## src/rtl/uart_pkg.sv

```systemverilog
// Shared UART definitions: receiver state encoding, oversampling constants
// and the tick-counter width helper.
package uart_pkg;

    // Ticks per bit period and the tick index that lands mid start bit.
    localparam int OVERSAMPLE = 16;
    localparam int MID_SAMPLE = 7;

    typedef enum logic [2:0] {
        ST_IDLE   = 3'd0,
        ST_START  = 3'd1,
        ST_DATA   = 3'd2,
        ST_PARITY = 3'd3,
        ST_STOP   = 3'd4
    } state_t;

    // A stop phase longer than one bit period needs a 5-bit tick counter.
    function automatic int tick_cnt_width(input int sb_tick);
        return (sb_tick > OVERSAMPLE) ? 5 : 4;
    endfunction

endpackage

```

## src/rtl/sync_2ff.sv

```systemverilog
// Two-flop synchronizer for an asynchronous single-bit input. Resets to 1
// so an idle-high serial line does not look like a start bit after reset.
module sync_2ff (
    input  logic clk,
    input  logic reset_n,
    input  logic d,
    output logic q
);

    logic meta;

    // Two back-to-back flops give the first one a full cycle to resolve.
    always_ff @(posedge clk or negedge reset_n) begin
        if (!reset_n) begin
            meta <= 1'b1;
            q    <= 1'b1;
        end else begin
            meta <= d;
            q    <= meta;
        end
    end

endmodule

```

## src/rtl/uart_rx.sv

```systemverilog
// UART receiver: 16x oversampled, 5..8 data bits LSB first, optional parity,
// 1 or 2 stop bits. Holds the last word with error flags and a valid/ack
// handshake including a sticky overrun indication.
module uart_rx
    import uart_pkg::*;
#(
    parameter int DBIT    = 8,
    parameter int SB_TICK = 16,
    parameter bit PAR_EN  = 1'b0,
    parameter bit PAR_ODD = 1'b0
) (
    input  logic            clk,
    input  logic            reset_n,
    input  logic            s_tick,
    input  logic            rx,
    input  logic            rx_ack,
    output logic [DBIT-1:0] dout,
    output logic            rx_done,
    output logic            rx_valid,
    output logic            frame_err,
    output logic            parity_err,
    output logic            overrun
);

    localparam int                CNT_W    = tick_cnt_width(SB_TICK);
    localparam logic [CNT_W-1:0] MID_CNT  = CNT_W'(MID_SAMPLE);
    localparam logic [CNT_W-1:0] BIT_CNT  = CNT_W'(OVERSAMPLE - 1);
    localparam logic [CNT_W-1:0] STOP_CNT = CNT_W'(SB_TICK - 1);
    localparam logic [2:0]       LAST_BIT = 3'(DBIT - 1);

    state_t            state, state_next;
    logic              rx_s;
    logic [CNT_W-1:0]  s_cnt;
    logic [2:0]        n;
    logic [DBIT-1:0]   shift_reg;
    logic              par_bit;

    // Sampling points within the current phase.
    logic at_mid, at_bit_end, at_stop_end, last_bit;
    assign at_mid      = s_tick && (s_cnt == MID_CNT);
    assign at_bit_end  = s_tick && (s_cnt == BIT_CNT);
    assign at_stop_end = s_tick && (s_cnt == STOP_CNT);
    assign last_bit    = (n == LAST_BIT);

    // Control strobes decoded from the FSM.
    logic cnt_clr, cnt_inc, n_clr, n_inc, shift_en, par_cap, complete;

    // Even total of ones across data+parity is correct for even parity;
    // the odd setting inverts that.
    logic parity_bad;
    assign parity_bad = (^{shift_reg, par_bit}) ^ PAR_ODD;

    sync_2ff u_sync (
        .clk     (clk),
        .reset_n (reset_n),
        .d       (rx),
        .q       (rx_s)
    );

    // State register.
    // NOTE: clocked state uses non-blocking assignments so every flop
    // samples pre-edge values regardless of process evaluation order.
    always_ff @(posedge clk or negedge reset_n) begin
        if (!reset_n) state <= ST_IDLE;
        else          state <= state_next;
    end

    // Next-state logic: only the IDLE->START transition ignores s_tick.
    // NOTE: every always_comb output gets a default first, so no path
    // can leave it unassigned and infer a latch.
    always_comb begin
        state_next = state;
        case (state)
            ST_IDLE:   if (!rx_s) state_next = ST_START;
            ST_START:  if (at_mid) state_next = rx_s ? ST_IDLE : ST_DATA;
            ST_DATA:   if (at_bit_end && last_bit)
                           state_next = PAR_EN ? ST_PARITY : ST_STOP;
            ST_PARITY: if (at_bit_end) state_next = ST_STOP;
            ST_STOP:   if (at_stop_end) state_next = ST_IDLE;
            default:   state_next = ST_IDLE;
        endcase
    end

    // Output decode: per-state counter, shift and completion strobes.
    always_comb begin
        cnt_clr  = 1'b0;
        cnt_inc  = 1'b0;
        n_clr    = 1'b0;
        n_inc    = 1'b0;
        shift_en = 1'b0;
        par_cap  = 1'b0;
        complete = 1'b0;
        case (state)
            ST_IDLE: cnt_clr = !rx_s;
            ST_START: begin
                if (at_mid) begin
                    cnt_clr = 1'b1;
                    n_clr   = !rx_s;
                end else begin
                    cnt_inc = s_tick;
                end
            end
            ST_DATA: begin
                if (at_bit_end) begin
                    cnt_clr  = 1'b1;
                    shift_en = 1'b1;
                    n_inc    = !last_bit;
                end else begin
                    cnt_inc = s_tick;
                end
            end
            ST_PARITY: begin
                if (at_bit_end) begin
                    cnt_clr = 1'b1;
                    par_cap = 1'b1;
                end else begin
                    cnt_inc = s_tick;
                end
            end
            ST_STOP: begin
                if (at_stop_end) begin
                    cnt_clr  = 1'b1;
                    complete = 1'b1;
                end else begin
                    cnt_inc = s_tick;
                end
            end
            default: cnt_clr = 1'b1;
        endcase
    end

    // Datapath: tick counter, bit counter, shift register, parity bit.
    always_ff @(posedge clk or negedge reset_n) begin
        if (!reset_n) begin
            s_cnt     <= '0;
            n         <= '0;
            shift_reg <= '0;
            par_bit   <= 1'b0;
        end else begin
            if (cnt_clr)      s_cnt <= '0;
            else if (cnt_inc) s_cnt <= s_cnt + CNT_W'(1);

            if (n_clr)      n <= '0;
            else if (n_inc) n <= n + 3'd1;

            if (shift_en) shift_reg <= {rx_s, shift_reg[DBIT-1:1]};
            if (par_cap)  par_bit   <= rx_s;
        end
    end

    // Frame completion and the consumer handshake; completion beats rx_ack.
    always_ff @(posedge clk or negedge reset_n) begin
        if (!reset_n) begin
            dout       <= '0;
            rx_done    <= 1'b0;
            rx_valid   <= 1'b0;
            frame_err  <= 1'b0;
            parity_err <= 1'b0;
            overrun    <= 1'b0;
        end else begin
            rx_done <= complete;
            if (complete) begin
                dout       <= shift_reg;
                frame_err  <= !rx_s;
                parity_err <= PAR_EN & parity_bad;
            end

            if (complete)    rx_valid <= 1'b1;
            else if (rx_ack) rx_valid <= 1'b0;

            if (complete && rx_valid && !rx_ack) overrun <= 1'b1;
            else if (rx_ack)                     overrun <= 1'b0;
        end
    end

endmodule

```

## config.mk

```make
export PLATFORM = sky130hd
export DESIGN_NAME = uart_rx
export DESIGN_NICKNAME = d
export VERILOG_FILES = /design/src/rtl/uart_pkg.sv /design/src/rtl/sync_2ff.sv /design/src/rtl/uart_rx.sv
export SDC_FILE = /design/constraint.sdc
export NUM_CORES = 1
export LEC_CHECK = 0
export ABC_AREA = 1
export CORE_MARGIN = 2
export CORE_UTILIZATION = 50
export CTS_CLUSTER_SIZE = 24
export DETAILED_ROUTE_END_ITERATION = 10
export GPL_TIMING_DRIVEN = 0
export HOLD_SLACK_MARGIN = 0.1
export PLACE_DENSITY_LB_ADDON = 0.2
export SKIP_LAST_GASP = 1
export SYNTH_ARGS = -nofsm -noshare
export SYNTH_HDL_FRONTEND = slang
export SYNTH_SLANG_ARGS = --single-unit
export TNS_END_PERCENT = 50
```

## constraint.sdc

```tcl
create_clock -name clk -period 2.08 [get_ports clk]
set_clock_uncertainty 0.15 [all_clocks]
set_input_delay 0.416 -clock clk [delete_from_list [all_inputs] [get_ports clk]]
set_output_delay 0.416 -clock clk [all_outputs]
set_load 0.02 [all_outputs]
```

==> run metrics, run 1 <==
fin util 59.8%; worst relative slew slack 52.9%; proportion of synthesized area in mux cells 0%; commonest register cell after synthesis dfrtp_1; # resized after CTS 0; total power 1.23 mW; leakage power 0.877 nW; Buf/Inv on CP 1; CTS Hold Buffers Added 0; layout cells sized above 1 22.8%; main combinational cell family by area after synthesis simple AND/OR/NAND/NOR gates; maximum clock rate 530 MHz; Cell variety after synth 24; pre-CTS setup slack -0.157 ns; register area share after synthesis 52.1%; first-pass GRT wire length 4980 µm; flop2flop setup slack 0.37 ns; Hold Path Class reg2reg; number of synthesized flops with an enable pin 0; Power per Cell Area 687 mW/mm²; Post-Layout Cell Count 226; XOR/XNOR share of the synthesized area 0.568%; Fin Hold WS 0.209 ns; part of the cycle the worst path needs 90.8%; Placeable Area 0.00300 mm²; asr flop ratio synth 100%; Nets 200; Skew-Pair Late Insertion Delay 0.32 ns; ant diodes 0; Yosys warnings 0; Avg Cell Area, Syn 9.18 µm²; CP max stage cell clkdlybuf4s50_1; crit start category flip-flop; Area Growth Syn to Fin 16.6%; design area 0.00180 mm²; final setup violation count 0; worst-path cell chain clkdlybuf4s50_1; Initial Utilization 51.3%; DRT Pass-1 Iters 4; Pins Over Slew Limit 0; worst path required time 1.51 ns; CP max stage delay 0.61 ns; CTS root buf clkbuf_4; status finished, final reports clean; initial DRC count 60; # IOs 18; via count 1108; Sink Count 32; Syn Nets 176; post-synthesis cell area 0.00154 mm²; CTS max path bufs 2; post-synthesis adder-cell area fraction 2.44%; setup ws final 0.192 ns; GRT overflow 0; DIE WIDTH 59.5 µm; Crit Path Max Fanout 3; GP Congestion 0.774; Hold Vio Cnt, Final 0; CTS clk-pin slew, worst paths 0.09 ns; PortBufs 16; residual DRC count 0; post-place instance area 0.00174 mm²; Post-Synth Simple-Gate Area 25.5%; DR vias/cell 4.90; total die area 0.00354 mm²; RSZ-0062 raised after global routing no; CP delay by family, top buffers and inverters; pin count of the biggest net entering global routing 33; CTS tree done; Least-Margin Pin Slew 0.707 ns; critical path arrival 1.32 ns; wire per inst 12.5 µm; dpl cells 217; TNS Setup 0 ns; dpl hpwl 2060 µm; element type at the critical path end primary output; Max Cap Violations 0; # rows 20; Synth Area in Compound Gates 11.9%; Setup Fix Bufs, Post-CTS 0; Die Span Y 59.5 µm; Yosys reg bits 32; H-tree levels 2; kind of critical path reg2out; worst vdd ir 0.000391 V; minimum clock period 1.89 ns; Detail Route Antenna Nets 0; Cells after Synth 168; CTS Buf Count 5; vias in the first global route 1127; initial antenna violation count 0; Routed WL 2830 µm; Tot GR Track Use 19.2%
==> power by group <==
group	leakage (nW)	internal [mW]	switching (mW)
Sequential	0.436	0.656	0.0463
Clock	0.0265	0.135	0.190
Combinational	0.415	0.0728	0.134
Total	0.877	0.864	0.370
==> layout by cell type (no fill, tap or decap), types with 4 or more instances in the layout <==
cell type / n
nor2_4: 4
clkdlybuf4s50_1: 15
nor2_1: 5
inv_1: 17
clkbuf_4: 5
o21ai_2: 17
nand3_1: 12
dfrtp_1: 30
nand2_1: 52
o21ai_0: 4
==> synthesized netlist by cell type, types with 2 or more instances <==
library cell	instances	area share (%)
nand3_1	12	3.9
dfstp_2	2	3.4
nor2_2	3	1.2
ha_1	3	2.4
nand2_2	3	1.2
nand2_1	52	13
buf_6	2	1.5
o21ai_0	4	1.3
a21oi_1	2	0.65
dfrtp_1	30	49
inv_2	2	0.49
nor2_4	4	2.9
nand3_2	2	1.3
nor2_1	5	1.2
o21ai_2	17	9.7
inv_1	17	4.1
==> area by class of cell <==
class,instances,area [µm²]
multi-input combinational,112,627
buffer,3,30.0
clock buffer,8,48.8
timing repair buffer,17,165
tap,33,41.3
inverter,21,81.3
sequential,32,803
fill,274,1210
==> worst paths after layout <==
path	from	end	cells after the start
worst max-delay path	rx_valid	rx_valid	1
worst min-delay path	u_sync.meta	u_sync.q	0
worst max register to register	s_cnt[0]	rx_valid	8
worst min register to register	u_sync.meta	u_sync.q	0
max in group asynchronous	reset_n	shift_reg[5]	2
min in group asynchronous	reset_n	s_cnt[3]	2
==> cells by family (layout without fill, tap and decap cells) <==
family / after synthesis / after routing
other: 1 / 1
buffers and inverters: 24 / 49
DFF: 32 / 32
adders and majority gates: 3 / 3
and+or+nand+nor: 83 / 83
AOI/OAI and AO/OA: 24 / 24
xor gates and xnor gates: 1 / 1
==> per-layer routing <==
metal  wire length, µm  share of wire, %  vias to the layer above  global-route usage, %
met5                 0                 0                        -                      0
met4                35               1.2                        0                   5.71
met3                92               3.2                        5                   5.24
met2              1410                50                       14                   32.8
met1              1290                46                      518                   23.7
li1                  -                 -                      571                      -
(Power assumes the default switching activity.)
==> inputs of run 2 (changes only) <==
GPL_TIMING_DRIVEN = default   (was 0)
==> run metrics, run 2 (synthesis results as in run 1) <==
Placeable Area 0.00300 mm² (unchanged); critical path arrival 1.32 ns (about the same); maximum clock rate 531 MHz (+0.32%); CTS max path bufs 2 (unchanged); kind of critical path reg2out; Hold Path Class reg2reg; CP max stage delay 0.61 ns (about the same); Buf/Inv on CP 1 (unchanged); final setup violation count 0 (unchanged); leakage power 0.869 nW (-0.87%); CTS root buf clkbuf_4; dpl cells 216 (-0.46%); dpl hpwl 1830 µm (-11%); # resized after CTS 0 (unchanged); worst-path cell chain clkdlybuf4s50_1; Hold Vio Cnt, Final 0 (unchanged); DR vias/cell 4.94 (+0.80%); # IOs 18 (unchanged); most frequent cells in the layout 52 x nand2_1, 30 x dfrtp_1, 17 x inv_1, 17 x o21ai_2, 16 x clkdlybuf4s50_1; DIE WIDTH 59.5 µm (unchanged); power share of the clock group 29.2% (+2.9 points); Routed WL 2560 µm (-9.5%); Post-Layout Cell Count 224 (-0.88%); P_int 0.893 mW (+3.4%); CTS clk-pin slew, worst paths 0.11 ns (+0.02 ns); part of the cycle the worst path needs 90.5% (-0.29 points); vias in the first global route 1067 (-5.3%); total die area 0.00354 mm² (unchanged); commonest non-fill, non-tap cell in the layout nand2_1; minimum clock period 1.88 ns (-0.00612 ns); status finished, final reports clean; TNS Setup 0 ns (unchanged); Psw 0.387 mW (+4.6%); element type at the critical path end primary output; Comb power frac 16.1% (-0.6 points); ant diodes 0 (unchanged); first-pass GRT wire length 4550 µm (-8.7%); Sink Count 32 (unchanged); Initial Utilization 51.3% (unchanged); GP Congestion 0.734 (-5.2%); PortBufs 16 (unchanged); CP delay by family, top buffers and inverters; Detail Route Antenna Nets 0 (unchanged); CP max stage cell clkdlybuf4s50_1; Die Span Y 59.5 µm (unchanged); flop2flop setup slack 0.47 ns (+0.10 ns); Setup Fix Bufs, Post-CTS 0 (unchanged); residual DRC count 0 (unchanged); via count 1107 (-0.090%); worst path required time 1.51 ns (about the same); Power per Cell Area 715 mW/mm² (+4.1%); CTS Buf Count 5 (unchanged); pin count of the biggest net entering global routing 33 (unchanged); Switching Fraction 30.2% (+0.23 points); Max Cap Violations 0 (unchanged); Skew-Pair Late Insertion Delay 0.32 ns (about the same); crit start category flip-flop; CTS Hold Buffers Added 0 (unchanged); Crit Path Max Fanout 3 (unchanged); worst vdd ir 0.000364 V (-7.0%); Area Growth Syn to Fin 16.2%; initial DRC count 70 (+17%); Pins Over Slew Limit 0 (unchanged); RSZ-0062 raised after global routing no; Tot GR Track Use 17.1% (-2.1 points); Sequential Power Share 54.7% (-2.2 points); Nets 198 (-1.0%); GRT overflow 0 (unchanged); initial antenna violation count 0 (unchanged); H-tree levels 2 (unchanged); layout cells sized above 1 23.0% (+0.24 points); # fillers 281 (+2.6%); DRT Pass-1 Iters 4 (unchanged); # rows 20 (unchanged); wire per inst 11.4 µm (-8.7%); CTS tree done
## run 2: cell types whose count changed in the layout (fill, tap and decap cells not counted), sizes merged
cell           previous run  this run
clkbuf                    8         7
clkdlybuf4s50            15        16
dlygate4sd3               1         0
clkinvlp                  0         1
buf                       4         2
## run 2: layout make-up
type,count,area (µm²),share of cell area (%)
Timing Repair Buffer,18,175,9.78
Inverter,21,81.3,4.54
Tap cell,33,41.3,2.31
Clock inverter,1,7.51,0.419
Multi-Input combinational cell,112,627,35.0
Clock buffer,7,55.1,3.07
Sequential cell,32,803,44.9
## run 2: worst paths after layout
| check | start | end | depth (start not counted) |
|---|---|---|---|
| worst min-delay path | u_sync.meta | u_sync.q | 0 |
| worst min register to register | u_sync.meta | u_sync.q | 0 |
| min in group asynchronous | reset_n | shift_reg[0] | 2 |
| max in group asynchronous | reset_n | u_sync.meta | 2 |
| worst max register to register | s_cnt[0] | state[1] | 8 |
| worst max-delay path | rx_valid | rx_valid | 1 |
## run 2: per-layer routing
metal  GRT usage, %  wire length (µm)  vias up  share of wire [%]
met4           5.71                 0        0                  0
li1               -                 -      569                  -
met3           5.24                62        0                2.4
met1           22.8              1230      523                 48
met5              0                 0        -                  0
met2           26.7              1270       15                 50
## run 2: per-stage QoR
stage	hold slack, ns	utilization (%)	setup WS (ns)	area, µm²	power (mW)
floorplan	-0.0296	-	0.580	1540	0.857
global placement	0.196	57.5	0.210	1730	0.906
detailed placement	0.198	57.5	0.179	1730	0.918
CTS	0.212	59.6	0.167	1790	1.30
global route	0.215	59.6	0.124	1790	1.37
finish	0.211	59.6	0.198	1790	1.28
## run 2: power groups by stage
| stage | Clock, mW | Sequential (mW) | Combinational, mW |
|---|---|---|---|
| 6_report | 0.374 | 0.701 | 0.206 |
| 5_1_grt | 0.428 | 0.711 | 0.234 |
| 4_1_cts | 0.392 | 0.700 | 0.207 |
| 3_5_place_dp | 0 | 0.712 | 0.206 |
| 3_3_place_gp | 0 | 0.709 | 0.198 |
| 2_1_floorplan | 0 | 0.703 | 0.153 |
==> inputs of run 3 (changes only) <==
CORE_MARGIN = default   (was 2)
REMOVE_ABC_BUFFERS = 1   (was default)
SETUP_SLACK_MARGIN = 0.3   (was default)
==> run metrics, run 3 (synthesis results as in run 1) <==
TNS Setup 0 ns (unchanged); worst path required time 1.51 ns (about the same); vias in the first global route 1077 (+0.94%); PortBufs 16 (unchanged); CP max stage cell clkdlybuf4s50_1; CTS max path bufs 2 (unchanged); # IOs 18 (unchanged); initial DRC count 40 (-43%); most frequent cells in the layout 52 x nand2_1, 30 x dfrtp_1, 17 x inv_1, 17 x o21ai_2, 12 x nand3_1; layout cells sized above 1 22.6% (-0.41 points); dpl hpwl 1890 µm (+3.0%); final setup violation count 0 (unchanged); DIE WIDTH 57.5 µm (-3.4%); CTS clk-pin slew, worst paths 0.09 ns (-0.02 ns); Placeable Area 0.00283 mm² (-5.8%); CTS tree done; ant diodes 0 (unchanged); failing checks design-rule violations; Die Span Y 57.5 µm (-3.4%); RSZ-0062 raised after global routing yes; leakage power 0.952 nW (+9.4%); crit start category flip-flop; element type at the critical path end primary output; # rows 19 (-5.0%); # fillers 255 (-9.3%); Detail Route Antenna Nets 0 (unchanged); first-pass GRT wire length 4540 µm (-0.15%); Buf/Inv on CP 1 (unchanged); Hold Vio Cnt, Final 0 (unchanged); Area Growth Syn to Fin 14.9%; residual DRC count 3 (+3); CP delay by family, top buffers and inverters; initial antenna violation count 0 (unchanged); minimum clock period 1.83 ns (-0.0490 ns); maximum clock rate 546 MHz (+2.7%); DR vias/cell 4.95 (+0.26%); Sink Count 32 (unchanged); H-tree levels 2 (unchanged); status finished, violations left; DRT Pass-1 Iters 7 (+3); CP max stage delay 0.60 ns (about the same); worst-path cell chain clkdlybuf4s50_1; Pins Over Slew Limit 0 (unchanged); Crit Path Max Fanout 2 (-1); GP Congestion 0.771 (+5.1%); CTS Buf Count 5 (unchanged); Nets 198 (unchanged); wire per inst 11.6 µm (+1.3%); GRT overflow 0 (unchanged); kind of critical path reg2out; Tot GR Track Use 18.1% (+0.97 points); Initial Utilization 54.5% (+3.2 points); worst vdd ir 0.000415 V (+14%); pin count of the biggest net entering global routing 33 (unchanged); Max Cap Violations 0 (unchanged); Skew-Pair Late Insertion Delay 0.31 ns (about the same); Hold Path Class reg2reg; critical path arrival 1.27 ns (-0.05 ns); part of the cycle the worst path needs 88.1% (-2.4 points); flop2flop setup slack 0.48 ns (about the same); commonest non-fill, non-tap cell in the layout nand2_1; Power per Cell Area 691 mW/mm² (-3.3%); CTS root buf clkbuf_4; Routed WL 2560 µm (about the same); total die area 0.00331 mm² (-6.6%); fin util 62.6% (+3.0 points); via count 1095 (-1.1%)
==> run 3: cell types whose count changed in the layout (fill, tap and decap cells not counted), sizes merged <==
cell,previous run,this run
clkinvlp,1,0
clkdlybuf4s50,16,7
dlygate4sd2,0,6
clkinv,1,2
dlymetal6s2s,0,3
clkbuf,7,6
==> run 3: report_power, final <==
part,internal [mW],switching (mW)
combinational,0.0729,0.138
sequential,0.656,0.0444
clock,0.124,0.189
==> run 3: layout make-up <==
type | count | area [µm²] | share of cell area (%)
clock buffers | 6 | 41.3 | 2.33
well taps | 31 | 38.8 | 2.19
inverters | 21 | 81.3 | 4.59
clock inverters | 1 | 5.00 | 0.282
flip-flops and latches | 32 | 803 | 45.3
multi-input cells | 112 | 627 | 35.4
repair buffers | 18 | 175 | 9.89
==> run 3: path summary, 6_finish.rpt <==
check / start / endpoint / cells past startpoint
setup / recovery: overrun / overrun / 1
setup reg to reg: s_cnt[0] / dout[3] / 8
min in group asynchronous: reset_n / state[2] / 2
max in group asynchronous: reset_n / u_sync.meta / 2
hold reg to reg: u_sync.meta / u_sync.q / 0
hold / removal: u_sync.meta / u_sync.q / 0
==> run 3: worst register-to-register path, cell delays in order (launching register included) <==
cell and delay (ns):
dfrtp_1 0.40, ha_1 0.25, nand2_1 0.08, clkinv_1 0.07, nand3_2 0.11, nor2_4 0.17, inv_4 0.12, nand2_1 0.10
o21ai_2 0.05
==> run 3: routing by layer <==
| layer | vias up | wire length [µm] | GRT usage (%) |
|---|---|---|---|
| li1 | 576 | - | - |
| met1 | 493 | 1230 | 23.2 |
| met2 | 21 | 1200 | 29.7 |
| met3 | 5 | 98 | 4.76 |
| met4 | 0 | 27 | 6.27 |
| met5 | - | 0 | 0 |
==> run 3: metrics by stage <==
step | power, mW | cells | worst slack (ns) | cell area, µm² | hold WS, ns
final | 1.22 | 221 | 0.247 | 1770 | 0.210
after global routing | 1.30 | 221 | 0.195 | 1770 | 0.218
after CTS | 1.24 | 221 | 0.224 | 1760 | 0.212
after detailed placement | 0.925 | 214 | 0.175 | 1730 | 0.199
after global placement | 0.905 | 214 | 0.196 | 1730 | 0.199
after floorplan | 0.855 | 165 | 0.551 | 1510 | -0.0296
==> run 3: repair_timing <==
action	4_1_cts	5_1_grt
endpoints found under the setup margin	12	6
setup buffers	0	0
hold endpoints to repair	0	0
pin swaps	0	0
hold buffers	0	0
cloned	0	0
resized for setup	6	3
